$ cat config.mk
export PLATFORM = sky130hd
export DESIGN_NAME = fetch_unit
export DESIGN_NICKNAME = d
export VERILOG_FILES = /design/src/rtl/fetch_unit.sv
export SDC_FILE = /design/constraint.sdc
export NUM_CORES = 1
export LEC_CHECK = 0
export BUFFER_PORTS_ARGS = -buffer_cell sky130_fd_sc_hd__buf_4
export CAP_MARGIN = 5
export CORE_MARGIN = 2
export CORE_UTILIZATION = 54
export CTS_CLUSTER_SIZE = 10
export DETAILED_ROUTE_END_ITERATION = 8
export GPL_ROUTABILITY_DRIVEN = 1
export PLACE_DENSITY = 0.91
export SKIP_LAST_GASP = 1
export SYNTH_ARGS = -nofsm -noshare
export SYNTH_HDL_FRONTEND = slang
export SYNTH_SLANG_ARGS = --single-unit
$ cat constraint.sdc
create_clock -name clock -period 5.55 [get_ports clock]
set_input_delay 1.3875 -clock clock [delete_from_list [all_inputs] [get_ports clock]]
set_output_delay 1.3875 -clock clock [all_outputs]
set_load 0.005 [all_outputs]
$ cat src/rtl/fetch_unit.sv
// Instruction fetch stage: owns the PC, issues 1-cycle-latency imem reads and
// buffers {pc, insn} pairs for decode behind a valid/ready handshake.
module fetch_unit #(
    parameter logic [31:0] RESET_PC  = 32'h0100_0000,
    parameter int          BUF_DEPTH = 2
) (
    input  logic        clock,
    input  logic        reset,
    output logic        imem_req,
    output logic [31:0] imem_addr,
    input  logic [31:0] imem_rdata,
    input  logic        redirect_valid,
    input  logic [31:0] redirect_pc,
    output logic        dec_valid,
    input  logic        dec_ready,
    output logic [31:0] dec_pc,
    output logic [31:0] dec_insn,
    output logic        fetch_err
);

    localparam int PW = $clog2(BUF_DEPTH);
    localparam int CW = PW + 1;
    localparam logic [CW-1:0] DEPTH_C = CW'(BUF_DEPTH);

    typedef enum logic {RUN, HALT} state_t;

    state_t          state, state_next;
    logic [31:0]     pc_p0;
    logic            vld_p1;
    logic [31:0]     tag_p1;
    logic [31:0]     buf_pc   [BUF_DEPTH];
    logic [31:0]     buf_insn [BUF_DEPTH];
    logic [PW-1:0]   head, tail;
    logic [CW-1:0]   count;
    logic [CW-1:0]   occ;
    logic            redirect, pop, push, issue;

    always_ff @(posedge clock) begin
        if (reset) state <= RUN;
        else       state <= state_next;
    end

    // Occupancy counts the read in flight so a full buffer can never be overrun.
    always_comb begin
        state_next = state;
        redirect   = 1'b0;
        pop        = 1'b0;
        push       = 1'b0;
        issue      = 1'b0;
        dec_valid  = 1'b0;
        fetch_err  = 1'b0;
        occ        = count;
        case (state)
            RUN: begin
                redirect  = redirect_valid;
                if (redirect_valid && (redirect_pc[1:0] != 2'b00)) state_next = HALT;
                dec_valid = !reset && (count != '0);
                pop       = dec_valid && dec_ready && !redirect;
                push      = vld_p1 && !redirect;
                occ       = count + CW'(vld_p1) - CW'(pop);
                issue     = !reset && !redirect && (occ < DEPTH_C);
            end
            HALT: fetch_err = 1'b1;
            default: state_next = RUN;
        endcase
    end

    assign imem_req  = issue;
    assign imem_addr = pc_p0;
    assign dec_pc    = dec_valid ? buf_pc[head]   : '0;
    assign dec_insn  = dec_valid ? buf_insn[head] : '0;

    // Stage p0 -> p1: PC advance and in-flight tracking
    always_ff @(posedge clock) begin
        if (reset) begin
            pc_p0  <= RESET_PC;
            vld_p1 <= 1'b0;
            count  <= '0;
            head   <= '0;
            tail   <= '0;
        end else begin
            vld_p1 <= issue;
            if (redirect) begin
                pc_p0 <= redirect_pc;
                count <= '0;
                head  <= '0;
                tail  <= '0;
            end else begin
                if (issue) pc_p0 <= pc_p0 + 32'd4;
                if (push)  tail  <= tail + PW'(1);
                if (pop)   head  <= head + PW'(1);
                count <= count + CW'(push) - CW'(pop);
            end
        end
    end

    // Stage p1 -> buffer: response capture with its issuing PC
    always_ff @(posedge clock) begin
        tag_p1 <= pc_p0;
        if (push) begin
            buf_pc[tail]   <= tag_p1;
            buf_insn[tail] <= imem_rdata;
        end
    end

    always_ff @(posedge clock) begin
        if (!reset && state == RUN)
            assert (!(push && !pop && count == DEPTH_C));
    end

endmodule

==> run summary <==
The number of sinks on the clock net is 199. Dividing the synthesized area by the synthesized cell count gives 13.2 um2. The worst-case clock skew came out at 0.0147 ns. Entering global routing, the biggest net connects 67 pins. Required time reported for the critical path endpoint: 4.16 ns. For this design the total switching power over the nets is 0.000658 W. The tools report the pre-CTS setup slack as 0.955 ns. The last weighted congestion value of the routability-driven placer is 0.849. The tools report the post-CTS setup buffer count as 0. Counting along the longest clock path gives a buffer depth of 2.

The die is 124 um tall. STA classifies the critical path startpoint as an input pin. In this run the static leakage power is 3.51 nW. In the post-route analysis, the smallest setup slack over all paths is 0.928 ns. The highest net fanout along the worst path is 66. Dividing total power by cell area gives a power density of 311 nW/um2. The clock slew seen by the registers of the worst setup and hold paths works out to 0.07 ns. The fraction of final layout cells with drive strength greater than 1 was 28.8%; the total of warnings raised by yosys was 0.

At the worst endpoint, the arrival time is 3.23 ns. The synthesized cell area came out at 7790 um2. The residual antenna-violating net count after detailed routing is 0, and the total CTS buffers is 17. Sequential group share of total power: 55.4%. After clock tree synthesis, the flow added hold-fix buffers numbering 0.

The total detailed-routing wirelength came out at 16400 um. 167 I/O pins were placed. The worst hold path belongs to the class flop to flop. The run finished with clean final reports. Final max-slew violation count: 0.

Setup repair after global routing left no endpoint under its margin. Share of the yosys chip area belonging to registers: 67.6%. The sum of net half-perimeters after detailed placement was 10900 um.

The worst setup path is captured at a primary output. Counting every net in the synthesized netlist gives 663. The number of hold violations in the final report was 0.

After detailed routing, the average wire length per cell comes to 17.5 um. For the final routed database, the setup TNS stands at 0 ns. Global routing used 22.0% of the available tracks. In the layout the commonest cells are sky130_fd_sc_hd__buf_4 (169), sky130_fd_sc_hd__edfxtp_1 (128), sky130_fd_sc_hd__nor2_1 (96).

The net count of the finished layout is 817. The logs give 25400 um for the first-pass GRT wire length and 43 for the placement row count. The utilization after layout was 69.6%. For the post-synthesis cell type count, the log shows 52. The die is 124 um wide. The synthesized flop and latch total was 199; the area growth from synthesis to final layout was 25.0%. The share of total power dissipated in combinational logic is 5.8%. Switching share of power: 21.7%. The clock root buffer was sky130_fd_sc_hd__clkbuf_16. The final period demand of the worst path was 4.62 ns. Slew at the pin with the worst max-slew slack: 1.20 ns. Among all flip-flop cells after synthesis, the most frequent one is sky130_fd_sc_hd__edfxtp_1.

The post-place instance area was 9170 um2. The total global routing overflow came out at 0. For the insertion delay of the later-clocked pin in the worst-skew pair, the log shows 0.43 ns.

In the routed design, unresolved DRC markers number 0. The number of vias per cell after detailed routing came out at 5.68. The die covers 15400 um2. For the worst slew margin relative to its limit, the log shows 20.2%.

The internal portion of the total power is 0.00237 W. The tools report the max capacitance violation total as 0. The clock network burns 38.8% of the power. The number of instances resized during post-cts repair came out at 0.

For the number of violations reported at the end of detailed-routing iteration 0, the log shows 413. The final cell area excluding filler cells came out at 9740 um2. During placement, the flow inserted port buffers numbering 166. For this run, the top clock speed supported by timing is 216 MHz. Most common cell after layout, fill and taps aside: sky130_fd_sc_hd__buf_4.

Before antenna repair, the detailed router went through 5 iterations. Of the available clock period, the critical path in the final layout requires 83.3%. The initial antenna violation count is 0. For this block, the via count after detailed routing is 5328. Counting flops with an async set or reset pin after synthesis yields a share of 0%.

The effective utilization at floorplan came out at 55.7%. Across the VDD grid, the largest voltage drop is 0.000200 V. The tools report the number of antenna repair diodes as 0. The number of synthesized flops with an enable pin was 128. The core region is 14000 um2. The number of global-route vias before repair is 5237.

The clock tree synthesis step divided the H-tree into 4 levels. TritonCTS built the clock tree. The final setup violation count was 0. The setup path with the least slack is of type input pin to primary output.

In the synthesized netlist, the number of instances is 591.
## cells in the mapped netlist (4+ instances only)
cell type                     n  area share [%]
sky130_fd_sc_hd__clkbuf_1    26             1.3
sky130_fd_sc_hd__or3_1        4            0.32
sky130_fd_sc_hd__nor2_1      98             4.7
sky130_fd_sc_hd__mux2i_1     68             8.7
sky130_fd_sc_hd__inv_1        7            0.34
sky130_fd_sc_hd__nand2_1     32             1.5
sky130_fd_sc_hd__nand3_1      9            0.58
sky130_fd_sc_hd__nor3_1      16             1.0
sky130_fd_sc_hd__and3_1       6            0.48
sky130_fd_sc_hd__edfxtp_1   128              49
sky130_fd_sc_hd__a2111oi_2    7             1.3
sky130_fd_sc_hd__xnor2_1     13             1.5
sky130_fd_sc_hd__nand4_1      6            0.48
sky130_fd_sc_hd__dfxtp_1     71              18
sky130_fd_sc_hd__and4_1       5            0.56
sky130_fd_sc_hd__a21oi_1      4            0.26
sky130_fd_sc_hd__a311oi_1     7            0.79
sky130_fd_sc_hd__a211oi_1     9            0.87
sky130_fd_sc_hd__nor4_1      13             1.0
sky130_fd_sc_hd__nor2b_1      4            0.32
sky130_fd_sc_hd__ha_1         4            0.64
sky130_fd_sc_hd__buf_1        5            0.24
sky130_fd_sc_hd__a211oi_2     4            0.64
## stage by stage
step | std cells | power [W] | hold WS, ns
after floorplan | 591 | 0.00178 | 0.367
after global placement | 906 | 0.00187 | 0.382
after detailed placement | 906 | 0.00188 | 0.389
after CTS | 938 | 0.00305 | 0.397
after global routing | 938 | 0.00314 | 0.408
final | 938 | 0.00303 | 0.399
## area by class of cell
class / count / area, um2
multi-input cells: 350 / 2370
flip-flops and latches: 199 / 5270
well taps: 180 / 225
inverters: 8 / 30.0
clock buffers: 21 / 460
clock inverters: 11 / 111
repair buffers: 169 / 1270
fillers: 965 / 4250
## worst max-delay path, stage by stage
cell and delay, ns:
sky130_fd_sc_hd__buf_4 0.40, sky130_fd_sc_hd__or3_2 1.02, sky130_fd_sc_hd__nor2_1 0.19, sky130_fd_sc_hd__buf_4 0.21
## state kept, by name, summed over array words and instances, names as in the netlist, named ones only
name       flops
buf_insn      64
buf_pc        64
imem_addr     32
tag_p1        32
count          2
head           1
state          1
tail           1
vld_p1         1
## per-layer routing
metal | global-route usage (%) | up-vias | wire (um)
li1 | - | 2497 | -
met1 | 27.7 | 2517 | 6490
met2 | 36.0 | 282 | 8080
met3 | 6.55 | 32 | 1540
met4 | 8.22 | 0 | 289
met5 | 0 | - | 0
## power groups by stage
stage / Combinational, W / Sequential [W] / Clock [W]
finish: 0.000175 / 0.00168 / 0.00117
global route: 0.000192 / 0.00168 / 0.00127
CTS: 0.000175 / 0.00168 / 0.00120
detailed placement: 0.000174 / 0.00171 / 0
global placement: 0.000169 / 0.00171 / 0
floorplan: 0.0000832 / 0.00169 / 0
## final timing paths
kind,cells past startpoint,slack [ns],startpoint,to
hold / removal,0,0.40,imem_addr[0],tag_p1[0]
setup reg to reg,8,2.68,count[1],imem_addr[26]
hold reg to reg,0,0.40,imem_addr[0],tag_p1[0]
setup / recovery,4,0.93,reset,dec_pc[8]
## cells by family after synthesis
logic type	count (synthesis)	synth area share (%)
XOR/XNOR	16	1.80
flip-flops	199	67.6
adder cells (fa/ha/maj)	4	0.642
buffers and inverters	42	2.15
AND/OR/NAND/NOR	211	12.9
multiplexers	68	8.73
AO/OA/AOI/OAI	51	6.26
No activity file was read; power rests on OpenSTA's default activity.
